$ cat src/rtl/pc_pkg.sv
// Shared types and constants for the fetch program-counter unit.
package pc_pkg;

  typedef enum logic [1:0] {BOOT, RUN, HALTED} pc_state_e;

  typedef enum logic [2:0] {SRC_NONE, SRC_TRAP, SRC_EX, SRC_ID, SRC_SEQ} redir_src_e;

  localparam int unsigned STEP_FULL = 4;
  localparam int unsigned STEP_HALF = 2;

endpackage

$ cat src/rtl/pc_gen_if.sv
// Control and status bundle between the pipeline (master) and the fetch PC unit (slave).
interface pc_gen_if #(
  parameter int unsigned XLEN  = 32,
  parameter int unsigned CNT_W = 16
);
  logic             stall;
  logic             step_half;
  logic             id_redirect_valid;
  logic [XLEN-1:0]  id_redirect_target;
  logic             ex_redirect_valid;
  logic [XLEN-1:0]  ex_redirect_target;
  logic             trap_valid;
  logic [XLEN-1:0]  trap_target;
  logic             halt_req;
  logic             resume;
  logic [XLEN-1:0]  pc;
  logic             fetch_valid;
  logic [XLEN-1:0]  pc_plus_step;
  logic             halted;
  logic             misalign_trap;
  logic [XLEN-1:0]  misalign_addr;
  logic [CNT_W-1:0] redirect_count;

  modport master (
    output stall, step_half, id_redirect_valid, id_redirect_target, ex_redirect_valid,
           ex_redirect_target, trap_valid, trap_target, halt_req, resume,
    input  pc, fetch_valid, pc_plus_step, halted, misalign_trap, misalign_addr, redirect_count
  );

  modport slave (
    input  stall, step_half, id_redirect_valid, id_redirect_target, ex_redirect_valid,
           ex_redirect_target, trap_valid, trap_target, halt_req, resume,
    output pc, fetch_valid, pc_plus_step, halted, misalign_trap, misalign_addr, redirect_count
  );
endinterface

$ cat src/rtl/pc_next_sel.sv
// Next-PC priority select (trap > EX > ID > sequential) with target alignment check.
module pc_next_sel
  import pc_pkg::*;
#(
  parameter int unsigned XLEN   = 32,
  parameter int unsigned IALIGN = 32
) (
  input  logic            run_i,
  input  logic            stall_i,
  input  logic            halt_req_i,
  input  logic [XLEN-1:0] pc_i,
  input  logic [XLEN-1:0] pc_plus_step_i,
  input  logic            trap_valid_i,
  input  logic [XLEN-1:0] trap_target_i,
  input  logic            ex_valid_i,
  input  logic [XLEN-1:0] ex_target_i,
  input  logic            id_valid_i,
  input  logic [XLEN-1:0] id_target_i,
  output redir_src_e      src_o,
  output logic [XLEN-1:0] pc_next_o,
  output logic            misalign_o
);

  logic [XLEN-1:0] align_mask;
  logic            ex_ok;
  logic            id_ok;

  assign align_mask = (IALIGN == 16) ? ~XLEN'(1) : ~XLEN'(3);
  assign ex_ok      = (ex_target_i & ~align_mask) == '0;
  assign id_ok      = (id_target_i & ~align_mask) == '0;

  // A misaligned redirect still claims its slot so lower sources are dropped.
  always_comb begin
    src_o      = SRC_NONE;
    pc_next_o  = pc_i;
    misalign_o = 1'b0;
    if (trap_valid_i) begin
      src_o     = SRC_TRAP;
      pc_next_o = trap_target_i & align_mask;
    end else if (ex_valid_i) begin
      src_o = SRC_EX;
      if (ex_ok) pc_next_o = ex_target_i;
      else       misalign_o = 1'b1;
    end else if (id_valid_i) begin
      src_o = SRC_ID;
      if (id_ok) pc_next_o = id_target_i;
      else       misalign_o = 1'b1;
    end else if (run_i && !halt_req_i && !stall_i) begin
      src_o     = SRC_SEQ;
      pc_next_o = pc_plus_step_i;
    end
  end

endmodule

$ cat src/rtl/pc_gen.sv
// Fetch program counter: boot/run/halt control, redirect handling and redirect counter.
module pc_gen
  import pc_pkg::*;
#(
  parameter int unsigned     XLEN         = 32,
  parameter logic [XLEN-1:0] RESET_VECTOR = '0,
  parameter int unsigned     IALIGN       = 32,
  parameter int unsigned     CNT_W        = 16
) (
  input logic     clk,
  input logic     reset,
  pc_gen_if.slave bus
);

  pc_state_e        state_q, state_d;
  logic [XLEN-1:0]  pc_q, pc_d;
  logic [XLEN-1:0]  maddr_q, maddr_d;
  logic             fetch_valid_q, fetch_valid_d;
  logic             mis_q, mis_d;
  logic [CNT_W-1:0] cnt_q, cnt_d;
  logic [XLEN-1:0]  step;
  logic [XLEN-1:0]  pc_plus_step;
  logic [XLEN-1:0]  sel_pc_next;
  redir_src_e       sel_src;
  logic             sel_misalign;
  logic             taken;

  assign step = (IALIGN == 16 && bus.step_half) ? XLEN'(STEP_HALF) : XLEN'(STEP_FULL);
  assign pc_plus_step = pc_q + step;

  pc_next_sel #(
    .XLEN   (XLEN),
    .IALIGN (IALIGN)
  ) u_next_sel (
    .run_i          (state_q == RUN),
    .stall_i        (bus.stall),
    .halt_req_i     (bus.halt_req),
    .pc_i           (pc_q),
    .pc_plus_step_i (pc_plus_step),
    .trap_valid_i   (bus.trap_valid),
    .trap_target_i  (bus.trap_target),
    .ex_valid_i     (bus.ex_redirect_valid),
    .ex_target_i    (bus.ex_redirect_target),
    .id_valid_i     (bus.id_redirect_valid),
    .id_target_i    (bus.id_redirect_target),
    .src_o          (sel_src),
    .pc_next_o      (sel_pc_next),
    .misalign_o     (sel_misalign)
  );

  assign taken = (sel_src == SRC_TRAP || sel_src == SRC_EX || sel_src == SRC_ID) && !sel_misalign;

  always_comb begin
    state_d = state_q;
    pc_d    = pc_q;
    cnt_d   = cnt_q;
    mis_d   = 1'b0;
    maddr_d = maddr_q;
    unique case (state_q)
      BOOT: state_d = RUN;
      RUN, HALTED: begin
        pc_d  = sel_pc_next;
        mis_d = sel_misalign;
        if (sel_misalign) begin
          maddr_d = (sel_src == SRC_EX) ? bus.ex_redirect_target : bus.id_redirect_target;
        end
        if (taken && cnt_q != '1) cnt_d = cnt_q + CNT_W'(1);
        // Halt only when no redirect claimed the cycle; a trap wakes from halt.
        if (state_q == RUN) begin
          if (sel_src == SRC_NONE && bus.halt_req) state_d = HALTED;
        end else if (sel_src == SRC_TRAP || bus.resume) begin
          state_d = RUN;
        end
      end
      default: state_d = BOOT;
    endcase
    fetch_valid_d = (state_d == RUN);
  end

  always_ff @(posedge clk) begin
    if (reset) begin
      state_q       <= BOOT;
      pc_q          <= RESET_VECTOR;
      fetch_valid_q <= 1'b0;
      mis_q         <= 1'b0;
      maddr_q       <= '0;
      cnt_q         <= '0;
    end else begin
      state_q       <= state_d;
      pc_q          <= pc_d;
      fetch_valid_q <= fetch_valid_d;
      mis_q         <= mis_d;
      maddr_q       <= maddr_d;
      cnt_q         <= cnt_d;
    end
  end

  assign bus.pc             = pc_q;
  assign bus.fetch_valid    = fetch_valid_q;
  assign bus.pc_plus_step   = pc_plus_step;
  assign bus.halted         = (state_q == HALTED);
  assign bus.misalign_trap  = mis_q;
  assign bus.misalign_addr  = maddr_q;
  assign bus.redirect_count = cnt_q;

endmodule

$ cat src/flat_wrapper.sv
// flat-port wrapper written by rule: the top's interface ports become plain ports
module pc_gen_flat import pc_pkg::*;
#(
  parameter int unsigned     XLEN         = 32,
  parameter logic [XLEN-1:0] RESET_VECTOR = '0,
  parameter int unsigned     IALIGN       = 32,
  parameter int unsigned     CNT_W        = 16
)
  (clk, reset, bus_stall, bus_step_half, bus_id_redirect_valid, bus_id_redirect_target, bus_ex_redirect_valid, bus_ex_redirect_target, bus_trap_valid, bus_trap_target, bus_halt_req, bus_resume, bus_pc, bus_fetch_valid, bus_pc_plus_step, bus_halted, bus_misalign_trap, bus_misalign_addr, bus_redirect_count);
  pc_gen_if #(.XLEN(XLEN), .CNT_W(CNT_W)) bus_i ();
  input logic clk;
  input logic reset;
  input wire logic [$bits(bus_i.stall)-1:0] bus_stall;
  input wire logic [$bits(bus_i.step_half)-1:0] bus_step_half;
  input wire logic [$bits(bus_i.id_redirect_valid)-1:0] bus_id_redirect_valid;
  input wire logic [$bits(bus_i.id_redirect_target)-1:0] bus_id_redirect_target;
  input wire logic [$bits(bus_i.ex_redirect_valid)-1:0] bus_ex_redirect_valid;
  input wire logic [$bits(bus_i.ex_redirect_target)-1:0] bus_ex_redirect_target;
  input wire logic [$bits(bus_i.trap_valid)-1:0] bus_trap_valid;
  input wire logic [$bits(bus_i.trap_target)-1:0] bus_trap_target;
  input wire logic [$bits(bus_i.halt_req)-1:0] bus_halt_req;
  input wire logic [$bits(bus_i.resume)-1:0] bus_resume;
  output wire logic [$bits(bus_i.pc)-1:0] bus_pc;
  output wire logic [$bits(bus_i.fetch_valid)-1:0] bus_fetch_valid;
  output wire logic [$bits(bus_i.pc_plus_step)-1:0] bus_pc_plus_step;
  output wire logic [$bits(bus_i.halted)-1:0] bus_halted;
  output wire logic [$bits(bus_i.misalign_trap)-1:0] bus_misalign_trap;
  output wire logic [$bits(bus_i.misalign_addr)-1:0] bus_misalign_addr;
  output wire logic [$bits(bus_i.redirect_count)-1:0] bus_redirect_count;
  assign bus_i.stall = bus_stall;
  assign bus_i.step_half = bus_step_half;
  assign bus_i.id_redirect_valid = bus_id_redirect_valid;
  assign bus_i.id_redirect_target = bus_id_redirect_target;
  assign bus_i.ex_redirect_valid = bus_ex_redirect_valid;
  assign bus_i.ex_redirect_target = bus_ex_redirect_target;
  assign bus_i.trap_valid = bus_trap_valid;
  assign bus_i.trap_target = bus_trap_target;
  assign bus_i.halt_req = bus_halt_req;
  assign bus_i.resume = bus_resume;
  assign bus_pc = bus_i.pc;
  assign bus_fetch_valid = bus_i.fetch_valid;
  assign bus_pc_plus_step = bus_i.pc_plus_step;
  assign bus_halted = bus_i.halted;
  assign bus_misalign_trap = bus_i.misalign_trap;
  assign bus_misalign_addr = bus_i.misalign_addr;
  assign bus_redirect_count = bus_i.redirect_count;
  pc_gen #(.XLEN(XLEN), .RESET_VECTOR(RESET_VECTOR), .IALIGN(IALIGN), .CNT_W(CNT_W)) u_core (.clk(clk), .reset(reset), .bus(bus_i));
endmodule
$ cat config.mk
export PLATFORM = sky130hd
export DESIGN_NAME = pc_gen_flat
export DESIGN_NICKNAME = d
export VERILOG_FILES = /design/src/rtl/pc_pkg.sv /design/src/rtl/pc_gen_if.sv /design/src/rtl/pc_next_sel.sv /design/src/rtl/pc_gen.sv /design/src/flat_wrapper.sv
export SDC_FILE = /design/constraint.sdc
export NUM_CORES = 1
export LEC_CHECK = 0
export BUFFER_PORTS_ARGS = -buffer_cell sky130_fd_sc_hd__buf_4
export CAP_MARGIN = 20
export CORE_UTILIZATION = 30
export DETAILED_ROUTE_END_ITERATION = 8
export PLACE_DENSITY = 0.62
export SKIP_LAST_GASP = 1
export SLEW_MARGIN = 25
export SYNTH_ARGS = -nofsm -noshare
export SYNTH_HDL_FRONTEND = slang
export SYNTH_SLANG_ARGS = --single-unit
$ cat constraint.sdc
create_clock -name clk -period 2.1 [get_ports clk]
set_input_delay 0.315 -clock clk [delete_from_list [all_inputs] [get_ports clk]]
set_output_delay 0.315 -clock clk [all_outputs]
set_load 0.1 [all_outputs]
# Yosys cells after proc, flatten, opt, wreduce, memory -nomap -nowiden
# Index checks and enable logic that the tools add are counted.
word_totals:
  register_bits: 84
op_classes:
  add_sub_neg: 2
  n_eq_ne: 9
  muxes: 20
  n_bitwise: 1
  n_reduce_logical: 21
ops:
  columns: ["op", "n"]
  rows:
  - ["32-bit 2-to-1 mux", 7]
  - ["32-bit logical NOT", 2]
  - ["32-bit by 3-bit adder with 32-bit output (second input constant)", 1]
  - ["16-bit by 1-bit adder with 16-bit output (second input constant)", 1]
  - ["16-bit inequality test (second input constant)", 1]
  - ["3-bit 2-to-1 mux", 4]
  - ["3-bit by 2-bit equality test with 1-bit output (second input constant)", 2]
  - ["2-bit 2-to-1 mux", 3]
  - ["1-bit logical AND", 5]
  - ["1-bit 2-to-1 mux", 5]
  - ["2-bit by 1-bit equality test with 1-bit output (second input constant)", 2]
  - ["4-bit by 1-bit inequality test with 1-bit output (second input constant)", 1]
  - ["2-bit one-hot mux with 2 select lines", 1]
  - ["2-bit AND reduction", 2]
  - ["4-bit AND reduction", 1]
  - ["4-bit nonzero test", 1]
  - ["2-bit OR reduction", 2]
  - ["3-bit by 1-bit equality test with 1-bit output (second input constant)", 1]
  - ["1-bit logical NOT", 3]
  - ["3-bit logical NOT", 1]
  - ["1-bit logical OR", 3]
  - ["3-bit by 1-bit inequality test with 1-bit output (second input constant)", 1]
  - ["2-bit equality test (second input constant)", 1]
  - ["2-bit logical NOT", 1]
  - ["1-bit inverter", 1]

# Logic depth before layout (Yosys ltp)
# Gate-level depths: netlist of run 1.
logic_depth:
  word_depth: 13
  ltp_mapped: 9

# Hierarchy
# Synthesis of run 1 repeated with hierarchy kept, for this count alone.
hier_totals:
  cells_unflattened: 680
  hier_area_um2: 6009.5
by_module_without_submodules:
  columns: ["module", "n_inst", "cells_per_inst", "area_per_inst_um2", "seq_area_each_um2"]
  rows:
  - ["pc_gen", 1, 457, 4121.5, 1681.6]
  - ["pc_next_sel", 1, 223, 1888.1, 0.0]

# Least setup slack after synthesis of run 1
# No wires, ideal clock.
synth_timing:
  path_type: "flip-flop to output port"
  startpoint: "register u_core.pc_q[2] (netlist: u_core.bus.pc[2])"
  endpoint: "output port bus_pc_plus_step[18]"
  arrival_time_ns: 3.940
  slack_ns: -2.155
  stages_incl_launch_ff: 6
  n_path_buf: 0
  cell_sequence: "dfxtp_1 > ha_1 > nand3_1 > nor4_1 > nand3_1 > xnor2_1"
synth_between:
  elab_chain_len: 1
synth_rtl:
  columns: ["element", "line", "rtl"]
  rows:
  - ["start, declared", "pc_gen.sv:16", "logic [XLEN-1:0] pc_q, pc_d;"]
  - ["start signal, assigned", "pc_gen.sv:90", "pc_q <= pc_d;"]
  - ["32-bit by 3-bit adder with 32-bit output", "pc_gen.sv:29", "assign pc_plus_step = pc_q + step;"]
  - ["end, declared", "flat_wrapper.sv:25", "output wire logic [$bits(bus_i.pc_plus_step)-1:0] bus_pc_plus_step;"]
# No other way between the ends.

# Worst setup path in the final report of run 1
layout_timing:
  startpoint: "register u_core.pc_q[2] (netlist: u_core.bus.pc[2])"
  endpoint: "output port bus_pc_plus_step[30]"
# Same word-level chain as after synthesis.

==> flow_summary.yaml, run 1 <==
yosys:
  synthArstFlopShare_pct: 0
  syn_nets: 760
  synth_area_per_cell_um2: 8.00
  ys_types: 62
  synth_top_cell_area_share_pct: 32.4
  synth.top_cells.by_count: "dfxtp_1, nor2_1, nand2_1"
  synth_edf_count: 0
  yosysWarnings: 0
  yosys-top-cells-area: "dfxtp_1, mux2i_1, nor2_1"
  netlist.top_cell.by_area: "dfxtp_1"
  synth_seq_cells: 84
  netlist_instances: 649
  synth_ff_type: "dfxtp_1"
  syn_area_mm2: 0.00519
  ys_seq_area_share_pct: 32.4
  synth.most_common_cell: "dfxtp_1"
sta:
  fin_skew_ns: 0.00901
  slew_viol_final: 0
  finalSetupViolations: 21
  fmax_ghz: 0.424
  hold_violations: 0
  fin_ws_ns: -0.257
  finalCriticalPeriod_ns: 2.36
  max-slew-margin-rel_pct: 69.8
  rsz0062_at_grt: "true"
  fin_crit_sh_pct: 112
  worst_pin_slew_ns: 0.448
critical_path:
  path_max_fanout: 3
  path_delay_family: "simple AND/OR/NAND/NOR gates"
  cp_cell_sequence: "ha_4 -> and3_4 -> nand2_4 -> or4_4 -> xnor2_4 -> buf_12"
  crit_buf_inv: 1
  critical_path_required_ns: 1.78
  slowest_delay_ns: 0.57
  start_kind: "register"
  crit_arrival_ns: 2.04
  slowest_stage: "or4_4"
  worstSetupPathType: "reg -> out"
  cp-end-kind: "output pin"
outcome:
  status: "finished, violations left"
  violations: "setup timing"
cts:
  insertion_delay_ns: 0.35
  clock-sinks: 84
  clockRootBuffer: "clkbuf_16"
  cts_tree: "built"
  h-tree-depth: 3
  hold_buffers: 0
  cts_buffers: 9
  cts.path.max_buffers: 2
  clk_pin_slew_worst_paths_ns: 0.07
pwr:
  seq_power_share_pct: 30.3
  p_int_mw: 3.32
  leakagePower_nw: 3.95
  p_per_area_mw_per_mm2: 606
  power_frac_clock_pct: 28.3
  p_sw_mw: 2.43
  p_sw_share_pct: 42.3
  p_comb_share_pct: 41.5
  ir_drop_uv: 442
  p_total_mw: 5.75
place:
  place_area_mm2: 0.00838
  hpwl_mm: 17.3
  dpl_worst_slack_ns: -0.103
  io_buffers: 216
  place_inst: 1124
  place_congestion: 0.930
grt:
  track_usage_pct: 24.7
  overflow: 0
  antenna_found_initial: 0
  grt_first_pass_wirelength_mm: 33.5
  grt_max_degree: 38
  first_global_vias: 5928
cells_and_area:
  drive_above_1_share_pct: 51.2
  final_util_pct: 56.6
  diodes: 0
  n_fill_cell: 1516
  fin_cells: 1170
  area_growth_pct: 82.5
  nNetsFinal: 1056
  multi_input_area_mm2: 0.00404
  fin_area_mm2: 0.00948
  seq_area_mm2: 0.00181
route:
  dr.pass1.iters: 4
  vias_per_cell: 5.37
  wl_per_cell_um: 19.0
  drt_iter0_markers: 392
  drcViolationCount: 0
  vias: 6285
  drt_wl_total_mm: 22.2
  ant_nets: 0
die:
  row_count: 47
  die-area_mm2: 0.0178
  initial_core_util_pct: 31.0
  io_pins: 220
  core_mm2: 0.0168
  die_width_um: 134
  die_h_um: 134
run:
  cap_violations: 0
min_path:
  hp-class: "in -> reg"
-- cells by family (layout without fill, tap and decap cells) --
family | after synthesis | after routing | share of synthesized area, %
flops | 84 | 84 | 32.4
simple gates | 245 | 245 | 24.0
buf+inv | 73 | 374 | 5.80
fa+ha+maj | 6 | 6 | 1.45
mux | 33 | 33 | 6.38
compound gates | 171 | 171 | 23.7
xor+xnor | 37 | 37 | 6.24
-- routing by layer --
layer | GRT usage, % | wire [µm] | vias to the layer above | part of all wire, %
met1 | 30.1 | 9220 | 2958 | 42
met4 | 10.7 | 643 | 0 | 2.9
met5 | 0 | 0 | - | 0
met3 | 6.93 | 1800 | 32 | 8.1
li1 | - | - | 3029 | -
met2 | 40.5 | 10500 | 266 | 47
-- state kept, by name, indices dropped and copies added, names as in the netlist --
name	flops
u_core.bus.fetch_valid	1
u_core.bus.pc	32
u_core.bus.misalign_trap	1
u_core.state_q	2
u_core.bus.redirect_count	16
u_core.bus.misalign_addr	32
-- layout by cell type (no fill, tap or decap), drive strengths merged, types with 10 or more instances in the layout --
master	instances
mux2i	32
a211oi	34
nand3	32
buf	342
nor2	75
a21oi	27
nand4	15
inv	20
dfxtp	84
xnor2	30
o21ai	23
nand2	45
nor4	12
clkbuf	10
nor3	17
-- per-stage QoR --
stage                     hold slack (ns)  TNS [ns]
after floorplan                     0.469     -7.93
after global placement              0.476   -0.0922
after detailed placement            0.492    -0.197
after CTS                           0.232     -3.43
after global routing                0.258     -5.22
final                               0.243     -3.25
-- power by group through the flow --
stage | Sequential (mW) | Combinational, mW | Clock [mW]
floorplan | 2.44 | 0.881 | 0
global placement | 1.77 | 2.20 | 0
detailed placement | 1.78 | 2.21 | 0
CTS | 1.74 | 2.34 | 1.66
global route | 1.75 | 2.48 | 1.72
finish | 1.74 | 2.38 | 1.63
-- worst min-delay path, delay by kind of cell --
kind | cells | cell delay (ns)
buf+inv | 1 | 0.11
simple gates | 1 | 0.06
compound gates | 1 | 0.07
-- timing repair --
| item | 4_1_cts | 5_1_grt |
|---|---|---|
| pin swaps | 21 | 21 |
| buffers inserted | 15 | 17 |
| endpoints found under the setup margin | 28 | 45 |
| resized for setup | 99 | 27 |
-- layout make-up --
cell class	count	area share (%)
Clock inverter	6	0.567
Sequential cell	84	19.1
Timing Repair Buffer	342	31.7
Clock buffer	10	2.52
Tap cell	220	2.90
Inverter	16	0.633
Multi-Input combinational cell	492	42.6
-- path summary, 6_finish.rpt --
kind | from | endpoint | slack, ns | cells after the start
setup / recovery | u_core.bus.pc[2] | bus_pc_plus_step[30] | -0.26 | 6
hold / removal | bus_ex_redirect_target[12] | u_core.bus.pc[12] | 0.24 | 3
setup reg to reg | u_core.bus.pc[2] | u_core.bus.pc[30] | 0.03 | 7
hold reg to reg | u_core.bus.misalign_addr[25] | u_core.bus.misalign_addr[25] | 0.50 | 2
No activity file was read; power rests on OpenSTA's default activity.
==> run 2, diff against run 1 <==
--- a/config.mk
+++ b/config.mk
@@ -10,6 +10,7 @@
 export CORE_UTILIZATION = 30
 export DETAILED_ROUTE_END_ITERATION = 8
 export PLACE_DENSITY = 0.62
+export REMOVE_ABC_BUFFERS = 1
 export SKIP_LAST_GASP = 1
 export SLEW_MARGIN = 25
 export SYNTH_ARGS = -nofsm -noshare
==> run 2 against run 1 <==
Net effect:
- the run still ends with setup timing left
- design area decreased by 5.4%
- clock-buffer cell count unchanged
- flip-flop and latch count unchanged
- sequential share of layout area decreased by 0.13 points
- non-clock buffer count decreased by 10
- final cell count decreased by 0.85%
- first-iteration DRC count decreased by 9.2%
- clock power increased by 12%
- largest cell class unchanged
==> flow_summary.yaml, run 2 (synthesis results as in run 1) <==
cts:
  h-tree-depth: 3
  cts_tree: "built"
  clock-sinks: 84
  insertion_delay_ns: 0.35
  clk_pin_slew_worst_paths_ns: 0.07
  cts.path.max_buffers: 2
  hold_buffers: 0
  clockRootBuffer: "clkbuf_16"
  cts_buffers: 9
route:
  drt_wl_total_mm: 21.4
  dr.pass1.iters: 6
  drt_iter0_markers: 356
  vias_per_cell: 5.35
  wl_per_cell_um: 18.5
  ant_nets: 0
  drcViolationCount: 0
  vias: 6210
outcome:
  status: "finished, violations left"
  violations: "setup timing"
critical_path:
  critical_path_required_ns: 1.78
  slowest_delay_ns: 0.58
  start_kind: "register"
  slowest_stage: "or4_4"
  cp_cell_sequence: "and4_4 -> nand4_4 -> or4_4 -> xnor2_2 -> buf_6"
  worstSetupPathType: "reg -> out"
  cp-end-kind: "output pin"
  crit_arrival_ns: 2.11
  path_max_fanout: 5
pwr:
  leakagePower_nw: 3.81
  ir_drop_uv: 412
  p_per_area_mw_per_mm2: 653
grt:
  grt_first_pass_wirelength_mm: 32.8
  antenna_found_initial: 0
  track_usage_pct: 23.6
  first_global_vias: 5882
  overflow: 0
  grt_max_degree: 71
sta:
  finalCriticalPeriod_ns: 2.43
  finalSetupViolations: 19
  holdWs_ns: 0.244
  worst_pin_slew_ns: 0.570
  fmax_ghz: 0.412
  fin_crit_sh_pct: 116
  hold_violations: 0
  fin_skew_ns: 0.00586
  max-slew-margin-rel_pct: 61.7
  slew_viol_final: 0
  fin_ws_ns: -0.329
  rsz0062_at_grt: "true"
die:
  io_pins: 220
  initial_core_util_pct: 31.0
  row_count: 47
  die_h_um: 134
  die-area_mm2: 0.0178
  die_width_um: 134
  core_mm2: 0.0168
cells_and_area:
  area_growth_pct: 72.6
  diodes: 0
  layout_common_cells: "buf_4, nor2_1, dfxtp_1"
  layout_commonest_cell: "buf_4"
  seq_area_mm2: 0.00170
  n_fill_cell: 1537
  nNetsFinal: 1046
  multi_input_area_mm2: 0.00377
  drive_above_1_share_pct: 47.0
place:
  io_buffers: 216
  place_congestion: 0.890
  dpl_worst_slack_ns: -0.0666
  hpwl_mm: 15.5
min_path:
  hp-class: "in -> reg"
run:
  cap_violations: 0
## run 2: changes by cell type in the layout (fill, tap and decap cells not counted), sizes merged
| cell | change |
|---|---|
| buf | -10 |
| bufinv | +2 |
| inv | -2 |
## run 2: layout make-up
cell class | instances | area share [%]
flip-flops and latches | 84 | 19.0
clock buffers | 10 | 2.67
inverters | 16 | 0.670
multi-input cells | 492 | 42.1
clock inverters | 6 | 1.05
well taps | 220 | 3.07
repair buffers | 332 | 31.5
## run 2: path summary, 6_finish.rpt
kind	start	endpoint	slack, ns	cells past startpoint
worst max-delay path	u_core.bus.pc[12]	bus_pc_plus_step[30]	-0.33	5
worst min-delay path	bus_trap_target[8]	u_core.bus.pc[8]	0.24	3
worst max register to register	u_core.bus.pc[12]	u_core.bus.pc[30]	0.05	6
worst min register to register	u_core.bus.pc[0]	u_core.bus.pc[0]	0.50	1
## run 2: where the power goes
group,switching [mW],internal (mW)
sequential,0.0722,1.69
clock,0.748,1.09
combinational,1.56,0.709
## run 2: per-stage QoR
stage               instance area, µm²  power (mW)  utilization (%)  TNS, ns  cells
floorplan                         4950        3.16                -  -164.65    592
global placement                  7660        3.86             45.7  -0.0665   1124
detailed placement                7660        3.87             45.7   -0.172   1124
CTS                               8580        5.81             51.2    -3.53   1149
global route                      8970        6.07             53.5    -5.22   1160
finish                            8970        5.86             53.5    -3.85   1160
## run 2: routing by layer
layer / global-route usage (%) / vias to the layer above / part of all wire [%]
li1: - / 3006 / -
met1: 31.7 / 2884 / 44
met2: 38.2 / 292 / 47
met3: 5.48 / 28 / 7.2
met4: 5.05 / 0 / 1.4
met5: 0 / - / 0
## run 2: repair_timing
item	CTS	global route
hold endpoints to repair	0	0
resized for setup	111	61
setup buffers	9	12
endpoints found under the setup margin	25	37
pin swaps	27	23
## run 2: worst max-delay path, delay by kind of cell (launching register included)
kind                      cells  cell delay (ns)
xor gates and xnor gates      1             0.20
buffers and inverters         1             0.25
DFF                           1             0.33
and+or+nand+nor               3             0.97
==> run 3, diff against run 2 <==
--- a/config.mk
+++ b/config.mk
@@ -9,7 +9,6 @@
 export CAP_MARGIN = 20
 export CORE_UTILIZATION = 30
 export DETAILED_ROUTE_END_ITERATION = 8
-export PLACE_DENSITY = 0.62
 export REMOVE_ABC_BUFFERS = 1
 export SKIP_LAST_GASP = 1
 export SLEW_MARGIN = 25
==> run 3 against run 2 <==
Net effect:
- the flow still finishes with violations (setup timing)
- clock power decreased by 3%
- power shrank 0.15%
- global-route usage up 0.18 points
- largest power group unchanged
- highest routed layer unchanged
- worst setup slack gained 0.025 ns
- clock-buffer cell count is 2 higher
- sequential power is essentially flat
- critical path depth unchanged
- design area grew 0.53%
- worst hold slack worse by 0.0096 ns
- combinational power is 3% higher
- die area did not move
- flip-flop and latch count is the same
==> flow_summary.yaml, run 3 (synthesis results as in run 1) <==
outcome:
  status: "finished, violations left"
  violations: "setup timing"
route:
  vias_per_cell: 5.41
  dr.pass1.iters: 4
  drt_iter0_markers: 319
  drt_wl_total_mm: 22.1
  vias: 6319
  ant_nets: 0
  wl_per_cell_um: 18.9
  drcViolationCount: 0
critical_path:
  worstSetupPathType: "reg -> out"
  crit_arrival_ns: 2.09
  cp-end-kind: "output pin"
  r2r_end: "u_core.bus.pc[30]"
  worstRegToRegCells: 6
  critical_path_required_ns: 1.78
  reg2reg_slack_ns: 0.04
  path_max_fanout: 3
  crit_path_end: "bus_pc_plus_step[30]"
  cp-startpoint: "u_core.bus.pc[12]"
  worstReg2RegStart: "u_core.bus.pc[12]"
  start_kind: "register"
pwr:
  p_int_mw: 3.50
  p_total_mw: 5.85
  p_sw_mw: 2.35
  power_frac_clock_pct: 30.3
  p_per_area_mw_per_mm2: 649
  ir_drop_uv: 479
  leakagePower_nw: 3.85
  p_sw_share_pct: 40.1
  p_comb_share_pct: 39.8
  seq_power_share_pct: 29.9
grt:
  grt_max_degree: 71
  overflow: 0
  grt_first_pass_wirelength_mm: 32.9
  first_global_vias: 6028
  track_usage_pct: 23.8
  antenna_found_initial: 0
cells_and_area:
  layout_common_cells: "buf_4, nor2_1, dfxtp_1"
  final_util_pct: 53.8
  seq_area_mm2: 0.00170
  diodes: 0
  fin_area_mm2: 0.00901
  n_fill_cell: 1568
  area_growth_pct: 73.5
  drive_above_1_share_pct: 46.5
  layout_commonest_cell: "buf_4"
  multi_input_area_mm2: 0.00373
  nNetsFinal: 1054
place:
  place_congestion: 0.900
  dpl_worst_slack_ns: -0.0865
  place_area_mm2: 0.00768
  io_buffers: 216
  hpwl_mm: 15.6
sta:
  finalSetupViolations: 20
  hold_violations: 0
  fmax_ghz: 0.416
  worst_pin_slew_ns: 0.459
  slew_viol_final: 0
  fin_skew_ns: 0.00806
  fin_ws_ns: -0.304
  rsz0062_at_grt: "true"
  max-slew-margin-rel_pct: 69.1
  fin_crit_sh_pct: 114
  finalCriticalPeriod_ns: 2.40
die:
  die_width_um: 134
  core_mm2: 0.0168
  row_count: 47
  die-area_mm2: 0.0178
  io_pins: 220
  die_h_um: 134
  initial_core_util_pct: 31.0
cts:
  cts.path.max_buffers: 2
  clk_pin_slew_worst_paths_ns: 0.07
  cts_buffers: 9
  clock-sinks: 84
  clockRootBuffer: "clkbuf_16"
  h-tree-depth: 3
  insertion_delay_ns: 0.35
  cts_tree: "built"
run:
  cap_violations: 0
min_path:
  hp-class: "in -> reg"
==> run 3: cell count changes in the layout (fill, tap and decap cells not counted), sizes merged <==
cell / delta
buf: +5
clkbuf: +5
inv: -2
==> run 3: final cells by class <==
class                      count  area share, %
multi-input combinational    492           41.4
timing repair buffer         340           32.6
sequential                    84           18.8
tap                          220           3.05
clock buffer                  12           2.73
clock inverter                 4          0.805
inverter                      16          0.666
==> run 3: worst min-delay path by stage <==
stage,startpoint,endpoint,slack (ns),cells after the start
floorplan,reset,u_core.bus.pc[11],0.38,1
global placement,u_core.bus.pc[1],u_core.bus.pc[1],0.48,1
detailed placement,u_core.bus.pc[1],u_core.bus.pc[1],0.49,1
CTS,bus_trap_target[9],u_core.bus.pc[9],0.23,3
global route,bus_trap_target[8],u_core.bus.pc[8],0.26,3
finish,bus_trap_target[9],u_core.bus.pc[9],0.23,3
==> run 3: per-stage QoR <==
stage	instances	setup TNS (ns)	hold WS, ns
final	1168	-3.74	0.234
after floorplan	592	-164.65	0.384
after global routing	1168	-5.28	0.264
after CTS	1147	-3.69	0.229
after detailed placement	1126	-0.168	0.491
after global placement	1126	-0.0922	0.485
==> run 3: repair_timing <==
item                       4_1_cts  5_1_grt
buffers inserted                 5       21
hold buffers                     0        0
resized for setup              101       62
setup endpoints to repair       27       37
pin swaps                       21       19
gates cloned                     0        2
==> run 3: routing by layer <==
layer / wire length (µm) / part of all wire (%) / global-route usage, % / vias up
li1: - / - / - / 3019
met1: 9590 / 43 / 31.0 / 3001
met2: 10500 / 47 / 39.0 / 272
met3: 1620 / 7.3 / 5.40 / 27
met4: 382 / 1.7 / 6.63 / 0
met5: 0 / 0 / 0 / -
==> run 3: critical path: stages, from the launching register on <==
cell     delay (ns)
dfxtp_2        0.34
and4_4         0.27
nand4_4        0.12
or4_4          0.58
xnor2_4        0.22
buf_12         0.20
==> run 3: power by group through the flow <==
stage	sequential (mW)	clock (mW)	combinational [mW]
3_3_place_gp	1.77	0	2.11
5_1_grt	1.76	1.86	2.42
2_1_floorplan	2.42	0	0.742
4_1_cts	1.74	1.82	2.20
6_report	1.75	1.77	2.32
3_5_place_dp	1.77	0	2.11
